## config.mk

```make
export PLATFORM = sky130hd
export DESIGN_NAME = chnl_tx_flat
export DESIGN_NICKNAME = d
export VERILOG_FILES = /design/src/rtl/chnl_tx_if.sv /design/src/rtl/chnl_tx.sv /design/src/flat_wrapper.sv
export SDC_FILE = /design/constraint.sdc
export NUM_CORES = 1
export LEC_CHECK = 0
export ABC_CLOCK_PERIOD_IN_PS = 5500
export CAP_MARGIN = 30
export CORE_AREA = 2 2 133 135
export DETAILED_ROUTE_END_ITERATION = 6
export DIE_AREA = 0 0 135 137
export HOLD_SLACK_MARGIN = 0.15
export PLACE_DENSITY_LB_ADDON = 0.12
export SLEW_MARGIN = 20
export SYNTH_ARGS = -nofsm -noshare
export SYNTH_HDL_FRONTEND = slang
export SYNTH_SLANG_ARGS = --single-unit
```

## constraint.sdc

```tcl
create_clock -name clk -period 5.5 [get_ports clk]
set_input_delay 0.55 -clock clk [delete_from_list [all_inputs] [get_ports clk]]
set_output_delay 0.55 -clock clk [all_outputs]
set_load 0.1 [all_outputs]
```

## src/rtl/chnl_tx_if.sv

```systemverilog
// chnl_tx_if: bundles the input word stream and the Riffa CHNL TX channel of chnl_tx.
// Signals:
//   i_val / i_rdy / i_data         - TX_WIDTH-bit valid/ready input stream
//   CHNL_TX_CLK                    - channel clock forwarded by the transmitter
//   CHNL_TX / CHNL_TX_ACK          - transaction request and host acknowledge
//   CHNL_TX_LAST/LEN/OFF           - fixed transaction attributes
//   CHNL_TX_DATA / _VALID / _REN   - C_PCI_DATA_WIDTH-bit beat channel to the host
// Modports:
//   master - the transmitter (drives i_rdy and the CHNL TX outputs)
//   slave  - the environment (drives the stream and the host-side handshakes)
interface chnl_tx_if #(
  parameter int unsigned C_PCI_DATA_WIDTH = 32,
  parameter int unsigned TX_WIDTH         = 32
);
  logic                        i_val;
  logic                        i_rdy;
  logic [TX_WIDTH-1:0]         i_data;
  logic                        CHNL_TX_CLK;
  logic                        CHNL_TX;
  logic                        CHNL_TX_ACK;
  logic                        CHNL_TX_LAST;
  logic [31:0]                 CHNL_TX_LEN;
  logic [30:0]                 CHNL_TX_OFF;
  logic [C_PCI_DATA_WIDTH-1:0] CHNL_TX_DATA;
  logic                        CHNL_TX_DATA_VALID;
  logic                        CHNL_TX_DATA_REN;

  modport master (
    input  i_val, i_data, CHNL_TX_ACK, CHNL_TX_DATA_REN,
    output i_rdy, CHNL_TX_CLK, CHNL_TX, CHNL_TX_LAST, CHNL_TX_LEN, CHNL_TX_OFF,
           CHNL_TX_DATA, CHNL_TX_DATA_VALID
  );

  modport slave (
    output i_val, i_data, CHNL_TX_ACK, CHNL_TX_DATA_REN,
    input  i_rdy, CHNL_TX_CLK, CHNL_TX, CHNL_TX_LAST, CHNL_TX_LEN, CHNL_TX_OFF,
           CHNL_TX_DATA, CHNL_TX_DATA_VALID
  );
endinterface

```

## src/rtl/chnl_tx.sv

```systemverilog
// chnl_tx: stream-to-Riffa CHNL transmitter.
// Repacks TX_WIDTH-bit input words into C_PCI_DATA_WIDTH-bit beats (first word in the
// least significant bits), holds them in a two-entry buffer, and sends them to the host as
// back-to-back fixed-length TX transactions of TX_LEN 32-bit words each.
// Ports:
//   clk - clock for the block and the channel (forwarded as CHNL_TX_CLK)
//   rst - synchronous active-low reset; clears the repacker, buffer and transmitter FSM
//   bus - chnl_tx_if.master: input stream plus the CHNL TX channel
module chnl_tx #(
  parameter int unsigned C_PCI_DATA_WIDTH = 32,
  parameter int unsigned TX_WIDTH         = 32,
  parameter int unsigned GCD              = 32,
  parameter int unsigned TX_LEN           = 1024
) (
  input logic       clk,
  input logic       rst,
  chnl_tx_if.master bus
);

  localparam int unsigned InSl  = TX_WIDTH / GCD;
  localparam int unsigned OutSl = C_PCI_DATA_WIDTH / GCD;
  localparam int unsigned Cap   = InSl + OutSl;
  localparam int unsigned AccW  = Cap * GCD;
  localparam int unsigned FillW = $clog2(Cap + 1);
  localparam logic [31:0] Beats = 32'(TX_LEN * 32 / C_PCI_DATA_WIDTH);

  typedef enum logic [1:0] {StIdle, StReq, StSend} state_e;

  // Repacker: GCD-wide slots, slot 0 at the LSB; slots at or above fill_q are always zero.
  logic [AccW-1:0]  acc_q, acc_d, acc_shift;
  logic [FillW-1:0] fill_q, fill_d, fill_base;
  logic             rp_push, rp_pop, rp_vld;

  // Two-entry buffer; bf0 is the head.
  logic [C_PCI_DATA_WIDTH-1:0] bf0_q, bf0_d, bf1_q, bf1_d;
  logic [1:0]                  bf_cnt_q, bf_cnt_d;
  logic                        bf_vld, bf_in_rdy, bf_rdy, bf_pop;

  state_e      state_q, state_d;
  logic [31:0] cnt_left_q, cnt_left_d;

  // Input ready depends only on the fill level, so a full input word always fits.
  assign bus.i_rdy = (fill_q <= FillW'(OutSl));
  assign rp_push   = bus.i_val && bus.i_rdy;
  assign rp_vld    = (fill_q >= FillW'(OutSl));
  assign rp_pop    = rp_vld && bf_in_rdy;

  always_comb begin
    acc_shift = rp_pop ? (acc_q >> C_PCI_DATA_WIDTH) : acc_q;
    fill_base = rp_pop ? (fill_q - FillW'(OutSl)) : fill_q;
    acc_d     = acc_shift;
    fill_d    = fill_base;
    if (rp_push) begin
      acc_d  = acc_shift | (AccW'(bus.i_data) << (32'(fill_base) * GCD));
      fill_d = fill_base + FillW'(InSl);
    end
  end

  assign bf_vld    = (bf_cnt_q != 2'd0);
  assign bf_in_rdy = (bf_cnt_q != 2'd2);
  assign bf_pop    = bf_vld && bf_rdy;

  always_comb begin
    bf0_d    = bf0_q;
    bf1_d    = bf1_q;
    bf_cnt_d = bf_cnt_q;
    if (bf_pop) begin
      bf0_d = bf1_q;
    end
    if (rp_pop) begin
      // Write into the first slot that is free after this cycle's pop.
      if (bf_cnt_q == 2'd0 || (bf_cnt_q == 2'd1 && bf_pop)) begin
        bf0_d = acc_q[C_PCI_DATA_WIDTH-1:0];
      end else begin
        bf1_d = acc_q[C_PCI_DATA_WIDTH-1:0];
      end
    end
    case ({rp_pop, bf_pop})
      2'b10:   bf_cnt_d = bf_cnt_q + 2'd1;
      2'b01:   bf_cnt_d = bf_cnt_q - 2'd1;
      default: bf_cnt_d = bf_cnt_q;
    endcase
  end

  always_comb begin
    state_d    = state_q;
    cnt_left_d = cnt_left_q;
    bf_rdy     = 1'b0;
    unique case (state_q)
      StIdle: begin
        if (bf_vld) begin
          state_d    = StReq;
          cnt_left_d = Beats;
        end
      end
      StReq: begin
        if (bus.CHNL_TX_ACK) begin
          state_d = StSend;
        end
      end
      StSend: begin
        bf_rdy = bus.CHNL_TX_DATA_REN;
        if (bf_vld && bus.CHNL_TX_DATA_REN) begin
          cnt_left_d = cnt_left_q - 32'd1;
          if (cnt_left_q == 32'd1) begin
            state_d = StIdle;
          end
        end
      end
      default: state_d = StIdle;
    endcase
  end

  always_ff @(posedge clk) begin
    if (!rst) begin
      acc_q      <= '0;
      fill_q     <= '0;
      bf0_q      <= '0;
      bf1_q      <= '0;
      bf_cnt_q   <= '0;
      state_q    <= StIdle;
      cnt_left_q <= '0;
    end else begin
      acc_q      <= acc_d;
      fill_q     <= fill_d;
      bf0_q      <= bf0_d;
      bf1_q      <= bf1_d;
      bf_cnt_q   <= bf_cnt_d;
      state_q    <= state_d;
      cnt_left_q <= cnt_left_d;
    end
  end

  assign bus.CHNL_TX_CLK        = clk;
  assign bus.CHNL_TX_LAST       = 1'b1;
  assign bus.CHNL_TX_LEN        = 32'(TX_LEN);
  assign bus.CHNL_TX_OFF        = '0;
  assign bus.CHNL_TX_DATA       = bf0_q;
  assign bus.CHNL_TX            = (state_q != StIdle);
  assign bus.CHNL_TX_DATA_VALID = (state_q == StSend) && bf_vld;

endmodule

```

## src/flat_wrapper.sv

```systemverilog
// flat-port wrapper written by rule: the top's interface ports become plain ports
module chnl_tx_flat 
#(
  parameter int unsigned C_PCI_DATA_WIDTH = 32,
  parameter int unsigned TX_WIDTH         = 32,
  parameter int unsigned GCD              = 32,
  parameter int unsigned TX_LEN           = 1024
)
  (clk, rst, bus_i_val, bus_i_data, bus_CHNL_TX_ACK, bus_CHNL_TX_DATA_REN, bus_i_rdy, bus_CHNL_TX_CLK, bus_CHNL_TX, bus_CHNL_TX_LAST, bus_CHNL_TX_LEN, bus_CHNL_TX_OFF, bus_CHNL_TX_DATA, bus_CHNL_TX_DATA_VALID);
  chnl_tx_if #(.C_PCI_DATA_WIDTH(C_PCI_DATA_WIDTH), .TX_WIDTH(TX_WIDTH)) bus_i ();
  input logic clk;
  input logic rst;
  input wire logic [$bits(bus_i.i_val)-1:0] bus_i_val;
  input wire logic [$bits(bus_i.i_data)-1:0] bus_i_data;
  input wire logic [$bits(bus_i.CHNL_TX_ACK)-1:0] bus_CHNL_TX_ACK;
  input wire logic [$bits(bus_i.CHNL_TX_DATA_REN)-1:0] bus_CHNL_TX_DATA_REN;
  output wire logic [$bits(bus_i.i_rdy)-1:0] bus_i_rdy;
  output wire logic [$bits(bus_i.CHNL_TX_CLK)-1:0] bus_CHNL_TX_CLK;
  output wire logic [$bits(bus_i.CHNL_TX)-1:0] bus_CHNL_TX;
  output wire logic [$bits(bus_i.CHNL_TX_LAST)-1:0] bus_CHNL_TX_LAST;
  output wire logic [$bits(bus_i.CHNL_TX_LEN)-1:0] bus_CHNL_TX_LEN;
  output wire logic [$bits(bus_i.CHNL_TX_OFF)-1:0] bus_CHNL_TX_OFF;
  output wire logic [$bits(bus_i.CHNL_TX_DATA)-1:0] bus_CHNL_TX_DATA;
  output wire logic [$bits(bus_i.CHNL_TX_DATA_VALID)-1:0] bus_CHNL_TX_DATA_VALID;
  assign bus_i.i_val = bus_i_val;
  assign bus_i.i_data = bus_i_data;
  assign bus_i.CHNL_TX_ACK = bus_CHNL_TX_ACK;
  assign bus_i.CHNL_TX_DATA_REN = bus_CHNL_TX_DATA_REN;
  assign bus_i_rdy = bus_i.i_rdy;
  assign bus_CHNL_TX_CLK = bus_i.CHNL_TX_CLK;
  assign bus_CHNL_TX = bus_i.CHNL_TX;
  assign bus_CHNL_TX_LAST = bus_i.CHNL_TX_LAST;
  assign bus_CHNL_TX_LEN = bus_i.CHNL_TX_LEN;
  assign bus_CHNL_TX_OFF = bus_i.CHNL_TX_OFF;
  assign bus_CHNL_TX_DATA = bus_i.CHNL_TX_DATA;
  assign bus_CHNL_TX_DATA_VALID = bus_i.CHNL_TX_DATA_VALID;
  chnl_tx #(.C_PCI_DATA_WIDTH(C_PCI_DATA_WIDTH), .TX_WIDTH(TX_WIDTH), .GCD(GCD), .TX_LEN(TX_LEN)) u_core (.clk(clk), .rst(rst), .bus(bus_i));
endmodule
```

Word level (Yosys, flattened, before mapping) --
Cells that the tools add are included.
Storage, ports and cells: register bits after elaboration 166, input port bits 37, output and inout bits 100
Cells by class: add/sub/neg operators 5, magnitude comparators 2, equal/unequal tests 11, shift operators 1, muxes and demuxes 17, bitwise gates (word level) 2, reduce and logical (&&, ||, !) cells 16
Operators with widths (count):
- $mux 32 | 5
- $mux 64 | 2
- $or 64x64->64 | 1
- $pmux 32 s2 | 1
- $shl 32x7->64 | 1
- $eq 32x1->1 const B | 1
- $sub 32x1->32 const B | 1
- $mux 2 | 6
- $reduce_bool 2->1 | 4
- $eq 2x1->1 const B | 3
- $logic_and 1x1->1 | 6
- $ne 2x1->1 const B | 3
- $pmux 2 s3 | 1
- $add 2x1->2 const B | 2
- $eq 2x2->1 const B | 2
- $logic_not 2->1 | 2
- $ne 2x2->1 const B | 2
- $pmux 2 s2 | 1
- $reduce_and 4->1 | 1
- $sub 2x1->2 const B | 2
- $reduce_and 3->1 | 1
- $ge 2x1->1 const B | 1
- $le 2x1->1 const B | 1
- $reduce_and 2->1 | 1
- 3 further kinds | 3

Depth between registers and ports, before layout --
Gate-level depths: netlist of run 1.
depth in word-level cells 7, depth in mapped cells 10, mapped depth without buffers 8

==> results of run 1 <==
metrics by stage:
step	area, um2	utilization	std cells	hold slack (ns)	setup WS (ns)
detailed placement	8130	0.477	1020	0.450	1.26
floorplan	7720	-	839	0.436	1.99
finish	8770	0.514	1055	0.442	0.997
global route	8770	0.514	1055	0.423	0.974
CTS	8770	0.514	1055	0.412	0.986
global placement	8120	0.476	1019	0.442	1.26
worst min path at each step:
| stage | cells after the start | to | slack (ns) |
|---|---|---|---|
| 2_1_floorplan | 1 | u_core.acc_q[32]$_SDFF_PN0_ | 0.44 |
| 3_3_place_gp | 1 | u_core.acc_q[54]$_SDFF_PN0_ | 0.44 |
| 3_5_place_dp | 1 | u_core.acc_q[33]$_SDFF_PN0_ | 0.45 |
| 4_1_cts | 2 | u_core.bus.CHNL_TX_DATA[11]$_SDFF_PN0_ | 0.41 |
| 5_1_grt | 2 | u_core.bus.CHNL_TX_DATA[14]$_SDFF_PN0_ | 0.42 |
| 6_report | 2 | u_core.bus.CHNL_TX_DATA[13]$_SDFF_PN0_ | 0.44 |
routing by layer:
| metal | track usage | up-vias |
|---|---|---|
| met4 | 0.0654 | 0 |
| met3 | 0.0537 | 17 |
| met5 | 0 | - |
| li1 | - | 2745 |
| met1 | 0.223 | 2733 |
| met2 | 0.322 | 125 |
synth_stat cells (all sizes together) (2+ instances only):
cell,count
buf,70
or2,3
nor3,9
nor4,12
xnor2,15
mux2i,34
conb,2
a21oi,18
or3,15
nand2,108
a32o,64
and2,6
a21boi,35
nand2b,6
o21ai,16
o31ai,3
or4,6
nand3,7
clkbuf,55
xor2,5
mux2,33
ha,8
inv,9
nand4,5
o211a,32
dfxtp,166
nor2,23
worst max-delay path: cells and delay by family:
kind	cells	cell delay (ns)
buffers and inverters	3	1.21
registers in the layout, indices dropped and copies added (netlist names):
register                 count
u_core.acc_q                64
u_core.bf1_q                32
u_core.bus.CHNL_TX_DATA     32
u_core.cnt_left_q           32
u_core.bf_cnt_q              2
u_core.fill_q                2
u_core.state_q               2
area by class of cell:
type | count | share of cell area
clock buffers | 22 | 0.0587
clock inverters | 14 | 0.0147
inverters | 9 | 0.00385
multi-input cells | 539 | 0.422
flip-flops and latches | 166 | 0.379
well taps | 225 | 0.0321
repair buffers | 80 | 0.0894
cells by family (layout without fill, tap and decap cells):
family / Yosys count / count (layout) / share of synthesized area
simple gates: 207 / 207 / 0.129
buf+inv: 134 / 125 / 0.0999
compound gates: 173 / 173 / 0.194
flops: 166 / 166 / 0.444
other cells: 2 / 64 / 0.00100
xor+xnor: 20 / 20 / 0.0234
mux: 67 / 67 / 0.0951
fa+ha+maj: 8 / 8 / 0.0134
==> flow_metrics.env, run 1 <==
export IMPL_outcome="finished, final reports clean"
export IMPL_cp_slowest_cell="clkdlybuf4s50_1"
export IMPL_finalNetCount=862
export IMPL_reg2reg_slack_ns=2.16
export IMPL_drive_gt1_frac=0.104
export IMPL_crit_chain="clkbuf_16, clkbuf_16, clkdlybuf4s50_1"
export IMPL_synth_top_area_share=0.444
export IMPL_dieArea_um2=18500
export IMPL_slew_headroom=0.313
export IMPL_r2r_start="u_core.fill_q[0]$_SDFF_PN0_"
export IMPL_clkTransAtPathRegs_ns=0.06
export IMPL_cts_tree="done"
export IMPL_cap_viol_max_count=0
export IMPL_first_global_vias=5388
export IMPL_max_stage_delay_ns=0.96
export IMPL_cp_data_arrival_time_ns=3.95
export IMPL_die_h_um=137
export IMPL_hold_class="in2reg"
export IMPL_criticalPathCategory="clk2out"
export IMPL_fin_worst_skew_ns=0.0104
export IMPL_start_kind="clock port"
export IMPL_synth_edf_count=0
export IMPL_yosys_area_top_type="dfxtp_1"
export IMPL_maxSlewViolCount=0
export IMPL_grt_pass1_wl_um=27000
export IMPL_hold_viol=0
export IMPL_yosys_warnings=0
export IMPL_routed_top_layer="met4"
export IMPL_wl_per_cell_um=15.9
export IMPL_dr_total_vias=5620
export IMPL_async_reset_ff_frac=0
export IMPL_ios=137
export IMPL_port_buffers=72
export IMPL_synth_area_um2=7490
export IMPL_grt_setup_unrepaired="false"
export IMPL_drt_total_wl_um=16800
export IMPL_final_common_cell="dfxtp_1"
export IMPL_grt_ovfl_total=0
export IMPL_n_antenna_cell=0
export IMPL_yosysSeqAreaShare=0.444
export IMPL_worst_path_max_fanout=2
export IMPL_r2r_cells=8
export IMPL_routabilityCongestion=0.764
export IMPL_worstSetupEndpoint="bus_CHNL_TX_CLK"
export IMPL_postSynthAreaPerCell_um2=9.64
export IMPL_tns_ns=0
export IMPL_setup_violations=0
export IMPL_vias_per_cell=5.33
export IMPL_cts_setup_buffers=0
export IMPL_regArea_um2=3320
export IMPL_worstMarginPinSlew_ns=1.03
export IMPL_wl_met1_um=7500
export IMPL_cts_resized=0
export IMPL_antenna_found_initial=0
export IMPL_dr_pass1_iters=4
export IMPL_ctsHoldBuffers=0
export IMPL_clk_latency_ns=0.54
export IMPL_netlist_top_cells_area="dfxtp_1 44%, a32o_1 8.6%, buf_4 6.5%, nand2_1 5.4%, mux2_2 5.0%"
export IMPL_routed_wl_met2_um=8370
export IMPL_final_cell_mix="166 x dfxtp_1, 108 x nand2_1, 71 x clkdlybuf4s50_1, 64 x a32o_1, 64 x conb_1"
export IMPL_rows=48
export IMPL_cp_required_ns=4.95
export IMPL_dp_hpwl_um=10900
export IMPL_synthToLayoutAreaGrowth_pct=17.0
export IMPL_startpoint="clk"
export IMPL_nFillCells=1584
export IMPL_grt_max_degree=79
export IMPL_core_um2=17100
export IMPL_drc=0
export IMPL_dr_wl_met3_um=665
export IMPL_multi_input_area_um2=3700
export IMPL_drtAntennaViolNets=0
export IMPL_min_delay_start="rst"
export IMPL_synth_flop_cell="dfxtp_1"
export IMPL_die_w_um=135
export IMPL_syn_inst=777
export IMPL_end_kind="output pin"
export IMPL_cp_common_cell="clkbuf_16"
export IMPL_ys_seq_elements=166
export IMPL_first_iter_violations=261
export IMPL_synth_cell_types=44
export IMPL_start_util=0.439
export IMPL_rr_endpoint="u_core.acc_q[40]$_SDFF_PN0_"
export IMPL_grt_use_total=0.187
Power of run 1 is left out: the tool's default activity adds up to more than one toggle a clock period on the data nets, which glitch-free logic cannot reach.
==> inputs of run 2 (changes only) <==
--- a/config.mk
+++ b/config.mk
@@ -5,7 +5,7 @@
 export SDC_FILE = /design/constraint.sdc
 export NUM_CORES = 1
 export LEC_CHECK = 0
-export ABC_CLOCK_PERIOD_IN_PS = 5500
+export ABC_CLOCK_PERIOD_IN_PS = 4200
 export CAP_MARGIN = 30
 export CORE_AREA = 2 2 133 135
 export DETAILED_ROUTE_END_ITERATION = 6
==> constraint.sdc (replaced) <==
create_clock -name clk -period 4.2 [get_ports clk]
set_input_delay 0.42 -clock clk [delete_from_list [all_inputs] [get_ports clk]]
set_output_delay 0.42 -clock clk [all_outputs]
set_load 0.1 [all_outputs]
==> run 2 against run 1 <==
Against the previous run: cell area increased by 0.26%; die area is the same; count of clock-buffer cells in the layout increased by 3; critical path depth is the same; hold slack worse by 0.096 ns; via count down 0.14%; largest cell class unchanged.
==> flow_metrics.env, run 2 (same netlist as run 1, synthesis figures left out) <==
export IMPL_cp_data_arrival_time_ns=3.30
export IMPL_finalNetCount=864
export IMPL_slew_headroom=0.327
export IMPL_grt_ovfl_total=0
export IMPL_r2r_start="u_core.bf_cnt_q[0]$_SDFFE_PN0P_"
export IMPL_rr_endpoint="u_core.cnt_left_q[27]$_SDFFE_PN0P_"
export IMPL_antenna_found_initial=0
export IMPL_reg2reg_slack_ns=1.32
export IMPL_dpl_worst_slack_ns=0.740
export IMPL_largest_reg_flops=64
export IMPL_cap_viol_max_count=0
export IMPL_die_h_um=137
export IMPL_drt_total_wl_um=16600
export IMPL_regMostFlops="u_core.acc_q"
export IMPL_wl_per_cell_um=15.7
export IMPL_min_delay_start="rst"
export IMPL_drtAntennaViolNets=0
export IMPL_ios=137
export IMPL_n_antenna_cell=0
export IMPL_dr_pass1_iters=4
export IMPL_tns_ns=0
export IMPL_outcome="finished, final reports clean"
export IMPL_min_to="u_core.state_q[1]$_SDFFE_PN0P_"
export IMPL_port_buffers=72
export IMPL_routabilityCongestion=0.783
export IMPL_r2r_cells=7
export IMPL_cts_setup_buffers=0
export IMPL_whs_path_depth=3
export IMPL_rows=48
export IMPL_cp_common_cell="clkbuf_16"
export IMPL_setup_violations=0
export IMPL_first_global_vias=5422
export IMPL_final_common_cell="dfxtp_1"
export IMPL_ctsHoldBuffers=0
export IMPL_drive_gt1_frac=0.105
export IMPL_cp_slowest_cell="clkdlybuf4s50_1"
export IMPL_synthToLayoutAreaGrowth_pct=17.3
export IMPL_grt_setup_unrepaired="false"
export IMPL_clk_latency_ns=0.54
export IMPL_fin_util=0.515
export IMPL_setup_slack_ns=0.477
export IMPL_nFillCells=1595
export IMPL_max_stage_delay_ns=0.96
export IMPL_worstMarginPinSlew_ns=1.01
export IMPL_cts_tree="done"
export IMPL_grt_use_total=0.186
export IMPL_fin_worst_skew_ns=0.00714
export IMPL_clkTransAtPathRegs_ns=0.06
export IMPL_core_um2=17100
export IMPL_dp_hpwl_um=10500
export IMPL_maxSlewViolCount=0
export IMPL_cp_required_ns=3.78
export IMPL_start_kind="clock port"
export IMPL_grt_pass1_wl_um=26900
export IMPL_hold_class="in2reg"
export IMPL_worst_path_max_fanout=2
export IMPL_cts_resized=0
export IMPL_criticalPathCategory="clk2out"
export IMPL_drc=0
export IMPL_vias_per_cell=5.31
export IMPL_first_iter_violations=313
export IMPL_dieArea_um2=18500
export IMPL_final_cell_mix="166 x dfxtp_1, 108 x nand2_1, 71 x clkdlybuf4s50_1, 64 x a32o_1, 64 x conb_1"
export IMPL_dr_total_vias=5612
export IMPL_end_kind="output pin"
export IMPL_grt_max_degree=67
export IMPL_die_w_um=135
export IMPL_hold_viol=0
export IMPL_crit_chain="clkbuf_16, clkbuf_16, clkdlybuf4s50_1"
export IMPL_start_util=0.439
[run 2: area by class of cell]
| class | count | area, um2 | share of cell area |
|---|---|---|---|
| Inverter | 9 | 33.8 | 0.00384 |
| Multi-Input combinational cell | 539 | 3700 | 0.421 |
| Clock inverter | 11 | 97.6 | 0.0111 |
| Timing Repair Buffer | 82 | 806 | 0.0917 |
| Clock buffer | 25 | 546 | 0.0621 |
| Sequential cell | 166 | 3320 | 0.378 |
| Tap cell | 225 | 282 | 0.0320 |
[run 2: worst max-delay path by stage]
stage	depth (start not counted)	from	endpoint	slack (ns)
after floorplan	1	clk	bus_CHNL_TX_CLK	1.47
after global placement	1	clk	bus_CHNL_TX_CLK	0.74
after detailed placement	1	clk	bus_CHNL_TX_CLK	0.74
after CTS	3	clk	bus_CHNL_TX_CLK	0.47
after global routing	3	clk	bus_CHNL_TX_CLK	0.45
final	3	clk	bus_CHNL_TX_CLK	0.48
[run 2: layer usage]
layer / GRT usage / part of all wire / vias up
met5: 0 / 0 / -
met4: 0.0660 / 0.015 / 0
met3: 0.0544 / 0.046 / 24
met2: 0.325 / 0.51 / 127
met1: 0.218 / 0.43 / 2718
li1: - / - / 2743
[run 2: critical path: cells and delay by family]
kind	cells	cell delay [ns]
buffers and inverters	3	1.21
[run 2: through the flow]
step                      hold WS, ns  cell area (um2)  instances
after floorplan                 0.436             7720        839
after global placement          0.442             8120       1020
after detailed placement        0.452             8160       1022
after CTS                       0.338             8790       1057
after global routing            0.355             8790       1057
final                           0.346             8790       1057
Power of run 2 is left out for the same reason.
